### src/rtl/instr_decode_pipe.sv
// Issue/decode stage for the regfile + alupipe datapath.
// One-hot read/write selects, ALU controls, RAW stall (no forwarding).
module instr_decode_pipe #(
  parameter int DSEL_LAT = 2,
  parameter int CNT_W    = 16
) (
  input  logic             clk,
  input  logic             rst_n,
  input  logic [31:0]      ibus,
  input  logic             ivalid,
  output logic             iready,
  output logic [31:0]      Aselect,
  output logic [31:0]      Bselect,
  output logic [31:0]      Dselect,
  output logic [2:0]       S,
  output logic             Cin,
  output logic             illegal_op,
  output logic [CNT_W-1:0] issue_count
);

  typedef struct packed {
    logic       v;
    logic [4:0] rs;
    logic [4:0] rt;
    logic [4:0] rd;
    logic [2:0] s;
    logic       cin;
  } id_t;

  localparam id_t BUBBLE = '0;

  id_t        id_q;
  id_t        id_d;
  logic [DSEL_LAT:1] dq_v;
  logic [4:0] dq_rd [1:DSEL_LAT];

  logic [5:0] op;
  logic [4:0] in_rs;
  logic [4:0] in_rt;
  logic [4:0] in_rd;
  logic       legal;
  logic       rs_hit;
  logic       rt_hit;
  logic       hazard;
  logic       accept;
  logic       unused_bits;

  assign op     = ibus[31:26];
  assign in_rs  = ibus[25:21];
  assign in_rt  = ibus[20:16];
  assign in_rd  = ibus[15:11];
  assign unused_bits = ^ibus[10:0];

  // s=111 and any nonzero high opcode bits have no ALU meaning
  assign legal = (op[5:3] == 3'b000) && (op[2:0] != 3'b111);

  // Compare sources against writers that retire after this word reads;
  // the last delay slot writes on the same edge, so it is safe.
  always_comb begin
    rs_hit = 1'b0;
    rt_hit = 1'b0;
    if (id_q.v && id_q.rd == in_rs) rs_hit = 1'b1;
    if (id_q.v && id_q.rd == in_rt) rt_hit = 1'b1;
    for (int i = 1; i < DSEL_LAT; i++) begin
      if (dq_v[i] && dq_rd[i] == in_rs) rs_hit = 1'b1;
      if (dq_v[i] && dq_rd[i] == in_rt) rt_hit = 1'b1;
    end
  end

  assign hazard = ivalid &
                  (((in_rs != 5'd0) & rs_hit) |
                   ((in_rt != 5'd0) & rt_hit));
  assign iready = ~hazard;
  assign accept = ivalid & iready;

  // Next ID entry: decoded word on legal accept, bubble otherwise
  always_comb begin
    id_d = BUBBLE;
    if (accept && legal) begin
      id_d.v   = 1'b1;
      id_d.rs  = in_rs;
      id_d.rt  = in_rt;
      id_d.rd  = in_rd;
      id_d.s   = op[2:0];
      id_d.cin = (op[2:0] == 3'b011);
    end
  end

  // Advance ID and the write-select delay line every clock
  always_ff @(posedge clk or negedge rst_n) begin
    if (!rst_n) begin
      id_q <= BUBBLE;
      dq_v <= '0;
      for (int i = 1; i <= DSEL_LAT; i++) dq_rd[i] <= 5'd0;
    end else begin
      id_q     <= id_d;
      dq_v[1]  <= id_q.v;
      dq_rd[1] <= id_q.rd;
      for (int i = 2; i <= DSEL_LAT; i++) begin
        dq_v[i]  <= dq_v[i-1];
        dq_rd[i] <= dq_rd[i-1];
      end
    end
  end

  // Illegal-word pulse and issued-instruction counter
  always_ff @(posedge clk or negedge rst_n) begin
    if (!rst_n) begin
      illegal_op  <= 1'b0;
      issue_count <= '0;
    end else begin
      illegal_op <= accept & ~legal;
      if (accept && legal)
        issue_count <= issue_count + CNT_W'(1);
    end
  end

  assign Aselect = 32'h1 << id_q.rs;
  assign Bselect = 32'h1 << id_q.rt;
  assign S       = id_q.s;
  assign Cin     = id_q.cin;
  assign Dselect = dq_v[DSEL_LAT] ? (32'h1 << dq_rd[DSEL_LAT])
                                  : 32'h1;

endmodule

### config.mk
export PLATFORM = sky130hd
export DESIGN_NAME = instr_decode_pipe
export DESIGN_NICKNAME = d
export VERILOG_FILES = /design/src/rtl/instr_decode_pipe.sv
export SDC_FILE = /design/constraint.sdc
export NUM_CORES = 1
export LEC_CHECK = 0
export ABC_AREA = 0
export CAP_MARGIN = 40
export CORE_ASPECT_RATIO = 0.5
export CORE_MARGIN = 2
export CORE_UTILIZATION = 30
export CTS_BUF_LIST = sky130_fd_sc_hd__clkbuf_4
export CTS_CLUSTER_SIZE = 24
export DETAILED_ROUTE_END_ITERATION = 6
export GPL_TIMING_DRIVEN = 1
export PLACE_DENSITY = 0.7
export SYNTH_ARGS = -nofsm -noshare
export SYNTH_HDL_FRONTEND = slang
export SYNTH_SLANG_ARGS = --single-unit
### constraint.sdc
create_clock -name clk -period 2.4 [get_ports clk]
set_input_delay 0.48 -clock clk [delete_from_list [all_inputs] [get_ports clk]]
set_output_delay 0.48 -clock clk [all_outputs]
set_load 0.02 [all_outputs]
==> results.toml <==
[outcome]
violations = "negative setup slack"
status = "finished, violations left"

[power_and_ir_drop]
power_density_nw_per_um2 = 402.8
p_leak_nw = 2.481
vdd_drop_max_mv = 0.3796
power_mw = 1.837

[clock_tree]
cts_tree = "done"
clockBufferDepth = 2
cts_made_buffers = 5
cts_sinks = 49
cts_hold_buf = 0
clkTransAtPathRegs_ps = 150
insertion_delay_ps = 370
htree_levels = 2
root_buffer = "clkbuf_4"

[sta]
slew_headroom_pct = 59.40
maxSlewViolCount = 0
fmax_mhz = 392.3
finalClockSkew_ps = 12.96
rsz0062_at_grt = "true"
period_needed_ps = 2549
tightest_slew_ps = 609.0
hold_viol = 0
finalSetupViolCount = 1
fin_ws_ps = -149.2
post-route-period-util_pct = 106.2

[flow_run]
cap_violations = 0

[global_routing]
grt-ovfl-total = 0
grt_pass1_wl_um = 13450
grt_pass1_vias = 2648
grt_usage_pct = 16.42
antenna_found_initial = 0
grt_max_degree = 50

[setup_path]
cp_common_cell = "or4_4"
worstPathCellList = "buf_4 > or4_4 > nor2_4 > nor3_4 > or4_4 > nand2_4 > buf_6"
worst_path_max_delay_cell = "or4_4"
max_stage_delay_ps = 540
arrival_ps = 2070
cp_max_fo = 2
start_kind = "input port"
crit_type = "input port to output pin"
worst_ep_required_time_ps = 1920
worstSetupEndpointType = "output pin"

[logic_synthesis]
synthesis.nets = 357
seq_area_frac_synth_pct = 45.12
synth_top_area_share_pct = 45.12
yosysWarnings = 0
ys_seq_elements = 49
synth_top_cell_by_area = "dfrtp_1"
synth.avg_cell_area_um2 = 8.466
synth_area_leaders = "dfrtp_1 (45%), nor2_1 (13%), xnor2_1 (9.0%)"
synth.distinct_cells = 29
synth_area_um2 = 2718
syn_inst = 321

[die]
die_h_um = 71.30
io_pins = 153
fp.dieArea_um2 = 9882
core_um2 = 8738
initial_utilization_pct = 31.10
die_w_um = 138.6
rows = 24

[detailed_routing]
drt_wl_total_um = 8281
wire_per_inst_um = 13.82
drtIter0Drc = 109
vias = 2750
drc = 0
ant_nets = 0
via_per_inst = 4.591
dr.pass1.iters = 4

[final_layout]
synthToLayoutAreaGrowth_pct = 67.82
final_cells = 599
layout-drive-gt1-share_pct = 16.80
fillers = 845
antenna_cells = 0
fin_nets = 517

[placement]
placedCellCount = 589
port_buffers = 141
gp_congestion = 0.8579
dp_hpwl_um = 6353

[hold_path]
hp-class = "input port to asynchronous set/reset pin"
==> layout by cell type, fill, tap and decap left out, types with 2 or more instances in the layout <==
cell,synthesis,layout
clkbuf_4,0,5
clkbuf_2,0,8
nand2b_1,7,3
nand2_1,22,21
nand4_1,11,11
dfrtp_2,0,8
or2_2,2,2
dfrtp_1,49,41
buf_6,0,2
nor2_1,96,94
dlygate4sd2_1,0,47
buf_2,3,2
nor3_1,15,12
nor3_2,0,2
and2_1,18,18
nand3b_1,6,6
and3_1,8,8
nor2_4,0,3
or3_1,2,2
nand2b_2,0,4
nand3_1,12,12
clkdlybuf4s50_1,0,55
dlymetal6s2s_1,0,25
xor2_1,7,7
buf_4,3,30
nor4_1,2,2
xnor2_1,28,28
nor4_2,4,4
or3b_1,3,3
bufinv_16,0,2
or4_4,0,3
==> sequential cells by signal (all words and copies together), names as in the netlist <==
name,cells
Cin,1
id_q,16
issue_count,16
illegal_op,1
dq_rd,10
S,3
dq_v,2
==> timing repair <==
action / CTS / global route
pin swaps: 7 / 7
buffers inserted: 1 / 1
resized for setup: 79 / 59
gates cloned: 0 / 0
setup endpoints to repair: 81 / 51
==> cell type report <==
cell class	count	area, µm²	area share, %
repair buffers	170	1583	34.71
multi-input cells	254	1485	32.57
flip-flops and latches	49	1236	27.11
well taps	117	146.4	3.210
clock inverters	3	68.82	1.509
clock buffers	5	37.54	0.8230
inverters	1	3.754	0.08230
==> routing by layer <==
layer  global-route usage (%)  up-vias  routed length [µm]  share of wire (%)
li1                         -     1374                   -                  -
met2                    28.66       64                4126                 50
met4                    3.741        0                  62               0.75
met5                        0        -                   0                  0
met3                    2.340        6                 317                3.8
met1                    22.08     1306                3774                 46
==> stage by stage <==
| step | setup slack [ps] | hold WS [ps] | setup TNS (ps) | area, µm² | util (%) |
|---|---|---|---|---|---|
| detailed placement | -1112 | 407.2 | -21280 | 4427 | 50.66 |
| global route | -185.7 | 217.2 | -189.8 | 4561 | 52.19 |
| global placement | -1109 | 405.5 | -21390 | 4427 | 50.66 |
| finish | -149.2 | 187.1 | -149.2 | 4561 | 52.19 |
| floorplan | -40.64 | 184.4 | -40.64 | 2756 | - |
| CTS | -258.3 | 199.5 | -258.3 | 4507 | 51.58 |
==> synth_stat cells <==
| library cell | number |
|---|---|
| and2_1 | 18 |
| and3_1 | 8 |
| buf_2 | 3 |
| buf_4 | 3 |
| clkbuf_1 | 11 |
| dfrtp_1 | 49 |
| ha_1 | 1 |
| inv_1 | 1 |
| mux2_1 | 1 |
| nand2_1 | 22 |
| nand2b_1 | 7 |
| nand3_1 | 12 |
| nand3b_1 | 6 |
| nand4_1 | 11 |
| nand4b_1 | 1 |
| nor2_1 | 96 |
| nor2_2 | 1 |
| nor2b_1 | 2 |
| nor3_1 | 15 |
| nor3b_1 | 1 |
| nor4_1 | 2 |
| nor4_2 | 4 |
| or2_2 | 2 |
| or3_1 | 2 |
| or3b_1 | 3 |
| or3b_2 | 1 |
| or4_1 | 3 |
| xnor2_1 | 28 |
| xor2_1 | 7 |
==> kinds of logic (layout without fill, tap and decap cells) <==
family                     count (synthesis)  after routing  synth area share [%]
adders and majority gates                  1              1                0.4603
and+or+nand+nor                          217            217                 39.69
muxes                                      1              1                0.4143
xor gates and xnor gates                  35             35                 11.28
buffers and inverters                     18            179                 3.038
DFF                                       49             49                 45.12
==> worst paths after layout <==
path,from,end,slack (ps),cells after the start
setup reg to reg,dq_rd[8]$_DFF_PN0_,issue_count[9]$_DFFE_PN0P_,330,7
hold / removal,rst_n,id_q[12]$_DFF_PN0_,190,2
setup / recovery,ibus[23],iready,-150,7
max in group asynchronous,rst_n,dq_rd[0]$_DFF_PN0_,1760,2
min in group clk,id_q[19]$_DFF_PN0_,dq_v[1]$_DFF_PN0_,440,0
hold reg to reg,id_q[19]$_DFF_PN0_,dq_v[1]$_DFF_PN0_,440,0
==> worst max-delay path: cells and delay by family <==
kind          cells  cell delay (ps)
simple gates      5             1360
buf+inv           2              230
==> report_power, final <==
part | total, mW | internal [mW] | switching, mW
clock | 0.600 | 0.328 | 0.272
combinational | 0.321 | 0.165 | 0.156
sequential | 0.917 | 0.865 | 0.0511
Power figures use the tool's default switching activity.
==> variant: new RTL, same flow settings <==
Reset style: synchronous (`rst_n`), changed in 2 clocked blocks.
--- a/src/rtl/instr_decode_pipe.sv
+++ b/src/rtl/instr_decode_pipe.sv
@@ -88,5 +88,5 @@
 
   // Advance ID and the write-select delay line every clock
-  always_ff @(posedge clk or negedge rst_n) begin
+  always_ff @(posedge clk) begin
     if (!rst_n) begin
       id_q <= BUBBLE;
@@ -105,5 +105,5 @@
 
   // Illegal-word pulse and issued-instruction counter
-  always_ff @(posedge clk or negedge rst_n) begin
+  always_ff @(posedge clk) begin
     if (!rst_n) begin
       illegal_op  <= 1'b0;
Function: differs if rst_n is asserted again (counterexample within 4 cycles, from zero or initial values and one cycle with rst_n low); with rst_n held inactive, the same outputs for 10 cycles.
==> variant against the unedited design <==
  * Area after synthesis fell by 0.92%
  * Clock skew grew 0.0032 ns
  * Largest cell class is now multi-input combinational cells
  * Sequential share of layout area shrank 5.2 points
  * Cell area decreased by 0.49%
  * Worst setup slack gained 0.17 ns
  * Wire length about the same
  * Sequential cell count unchanged
  * Core utilization shrank 0.079 points
  * Worst hold slack better by 0.27 ns
  * Final cell count up 5.3%
  * Die area shrank 0.88%
Power is not compared: it rests on default switching activity, and its combinational part moved more than twofold at a synthesized area within 25%.
==> variant: results (changes against the unedited design) <==
| Metric | Value |
|---|---|
| Worst slew margin | 64.8% (+5.4 points) |
| Leakage dissipation | about 2.2 nW |
| Clock skew | 0.0162 ns (+0.00325 ns) |
| Clk Latency, worst-skew pair | 0.37 ns (about the same) |
| Pin count of the biggest net entering global routing | 23 (-54%) |
| Yosys cell types | 32 (+10%) |
| Largest registers | id_q (16), issue_count (16), dq_rd (10) |
| Max cap viols | 0 (unchanged) |
| Post-synth ARST share | 0% (-100 points) |
| Final wirelength | 8280 µm (about the same) |
| Area post-placement | 4320 µm² (-2.4%) |
| Ant diodes | 0 (unchanged) |
| Port bufs | 141 (unchanged) |
| Slowest CP cell | or4_4 |
| Share of cells above drive strength 1 | 14.2% (-2.6 points) |
| Antenna violations before repair | 0 (unchanged) |
| Outcome | completed |
| Seq/Total Area, Yosys | 36.4% (-8.7 points) |
| GPL Wtd Cong | 0.754 (-12%) |
| Hold Crit Class | input port to register |
| Clk buf depth | 2 (unchanged) |
| Fillers | 852 (+0.83%) |
| TritonCTS Buffers | 5 (unchanged) |
| Synth top area cells | dfxtp_1 36%, nor2_1 13%, and2_1 7.2% |
| First-pass GRT wire length | 12800 µm (-5.0%) |
| Total GRT Usage | 16.0% (-0.45 points) |
| Crit path max fanout | 2 (unchanged) |
| Drt pass-1 iters | 4 (unchanged) |
| Synth cell count leaders | 96 x nor2_1, 49 x dfxtp_1, 31 x and2_1 |
| Vias | 2960 (+7.6%) |
| Number of global-route vias before repair | 2632 (-0.60%) |
| Top_reg_cell synth | dfxtp_1 |
| Nets | 549 (+6.2%) |
| CP peak stage delay | 0.54 ns (about the same) |
| H-tree Lvls | 2 (unchanged) |
| CP top delay family | simple AND/OR/NAND/NOR gates |
| Syn_nets | 399 (+12%) |
| CP arrival | 1.90 ns (-0.17 ns) |
| Synth warn | 0 (unchanged) |
| CTS root buffer | clkbuf_4 |
| Worst vdd ir | 0.000206 V |
| DP HPWL | 6180 µm (-2.8%) |
| First DRT Iteration DRCs | 142 (+30%) |
| Reg clk slew, reported paths | 0.13 ns (-0.02 ns) |
==> variant: cell types whose count changed in the layout (fill, tap and decap cells not counted), sizes merged, moves of 6 or more <==
cell           unedited run  this run
a21oi                     0        11
and2                     18        31
buf                      34        26
clkdlybuf4s50            55        73
dfrtp                    49         0
dfxtp                     0        49
dlygate4sd2              47        29
dlymetal6s2s             25        31
nand4                    11         5
o31ai                     0        10
or4                       3        12
xnor2                    28         4
xor2                      7        16
==> variant: power by group <==
| part | switching [mW] | internal, mW | leakage (nW) |
|---|---|---|---|
| logic | 0.0595 | 0.0681 | 1.81 |
| clock network | 0.264 | 0.112 | 0.0326 |
| registers | 0.00623 | 0.819 | 0.400 |
| total | 0.330 | 0.999 | 2.25 |
==> variant: cell families after synthesis <==
logic type	count (synthesis)	share of synthesized area (%)
AO/OA/AOI/OAI	24	5.81
flip-flops	49	36.4
buffers and inverters	28	4.41
AND/OR/NAND/NOR	237	44.9
adder cells (fa/ha/maj)	1	0.465
multiplexers	4	1.49
XOR/XNOR	20	6.51
==> variant: layout make-up <==
class                           count  area, µm²  area share [%]
Multi-Input combinational cell    286       1680            37.0
Timing Repair Buffer              166       1650            36.3
Sequential cell                    49        992            21.9
Tap cell                          117        146            3.23
Clock buffer                        5       37.5           0.827
Inverter                            5       18.8           0.414
Clock inverter                      3       17.5           0.386
==> variant: worst register-to-register path: stages (launching register included) <==
cell      delay [ns]
dfxtp_1         0.43
xor2_1          0.20
nor4_2          0.07
nand4b_1        0.10
nand4_1         0.21
buf_6           0.21
buf_8           0.13
or4_1           0.50
a21oi_1         0.15
==> variant: what timing repair did <==
action                     CTS  global route
setup endpoints to repair   56            51
cloned                       2             0
pin swaps                   11            14
resized for setup           58            61
setup buffers                2             0
==> variant: path summary, 6_finish.rpt <==
| kind | cells past startpoint | from | end | slack (ns) |
|---|---|---|---|---|
| max | 7 | ibus[21] | iready | 0.02 |
| min | 3 | ibus[24] | id_q[17] | 0.46 |
| max reg2reg | 8 | id_q[5] | issue_count[10] | 0.36 |
| min reg2reg | 2 | issue_count[12] | issue_count[12] | 0.50 |
==> variant: through the flow <==
| step | utilization (%) | setup WS, ns | TNS (ns) | std cells |
|---|---|---|---|---|
| after global routing | 52.1 | -0.0273 | -0.0273 | 631 |
| after floorplan | - | 0.0509 | 0 | 363 |
| after CTS | 50.8 | -0.0661 | -0.0661 | 632 |
| final | 52.1 | 0.0222 | 0 | 631 |
| after global placement | 49.6 | -0.691 | -14.94 | 620 |
| after detailed placement | 49.6 | -0.673 | -14.59 | 620 |
==> variant: layer usage <==
layer	vias to the layer above	routed length [µm]	track usage [%]
met3	8	372	2.15
met1	1366	3920	22.0
li1	1519	-	-
met5	-	0	0
met4	0	70	3.85
met2	67	3920	26.6
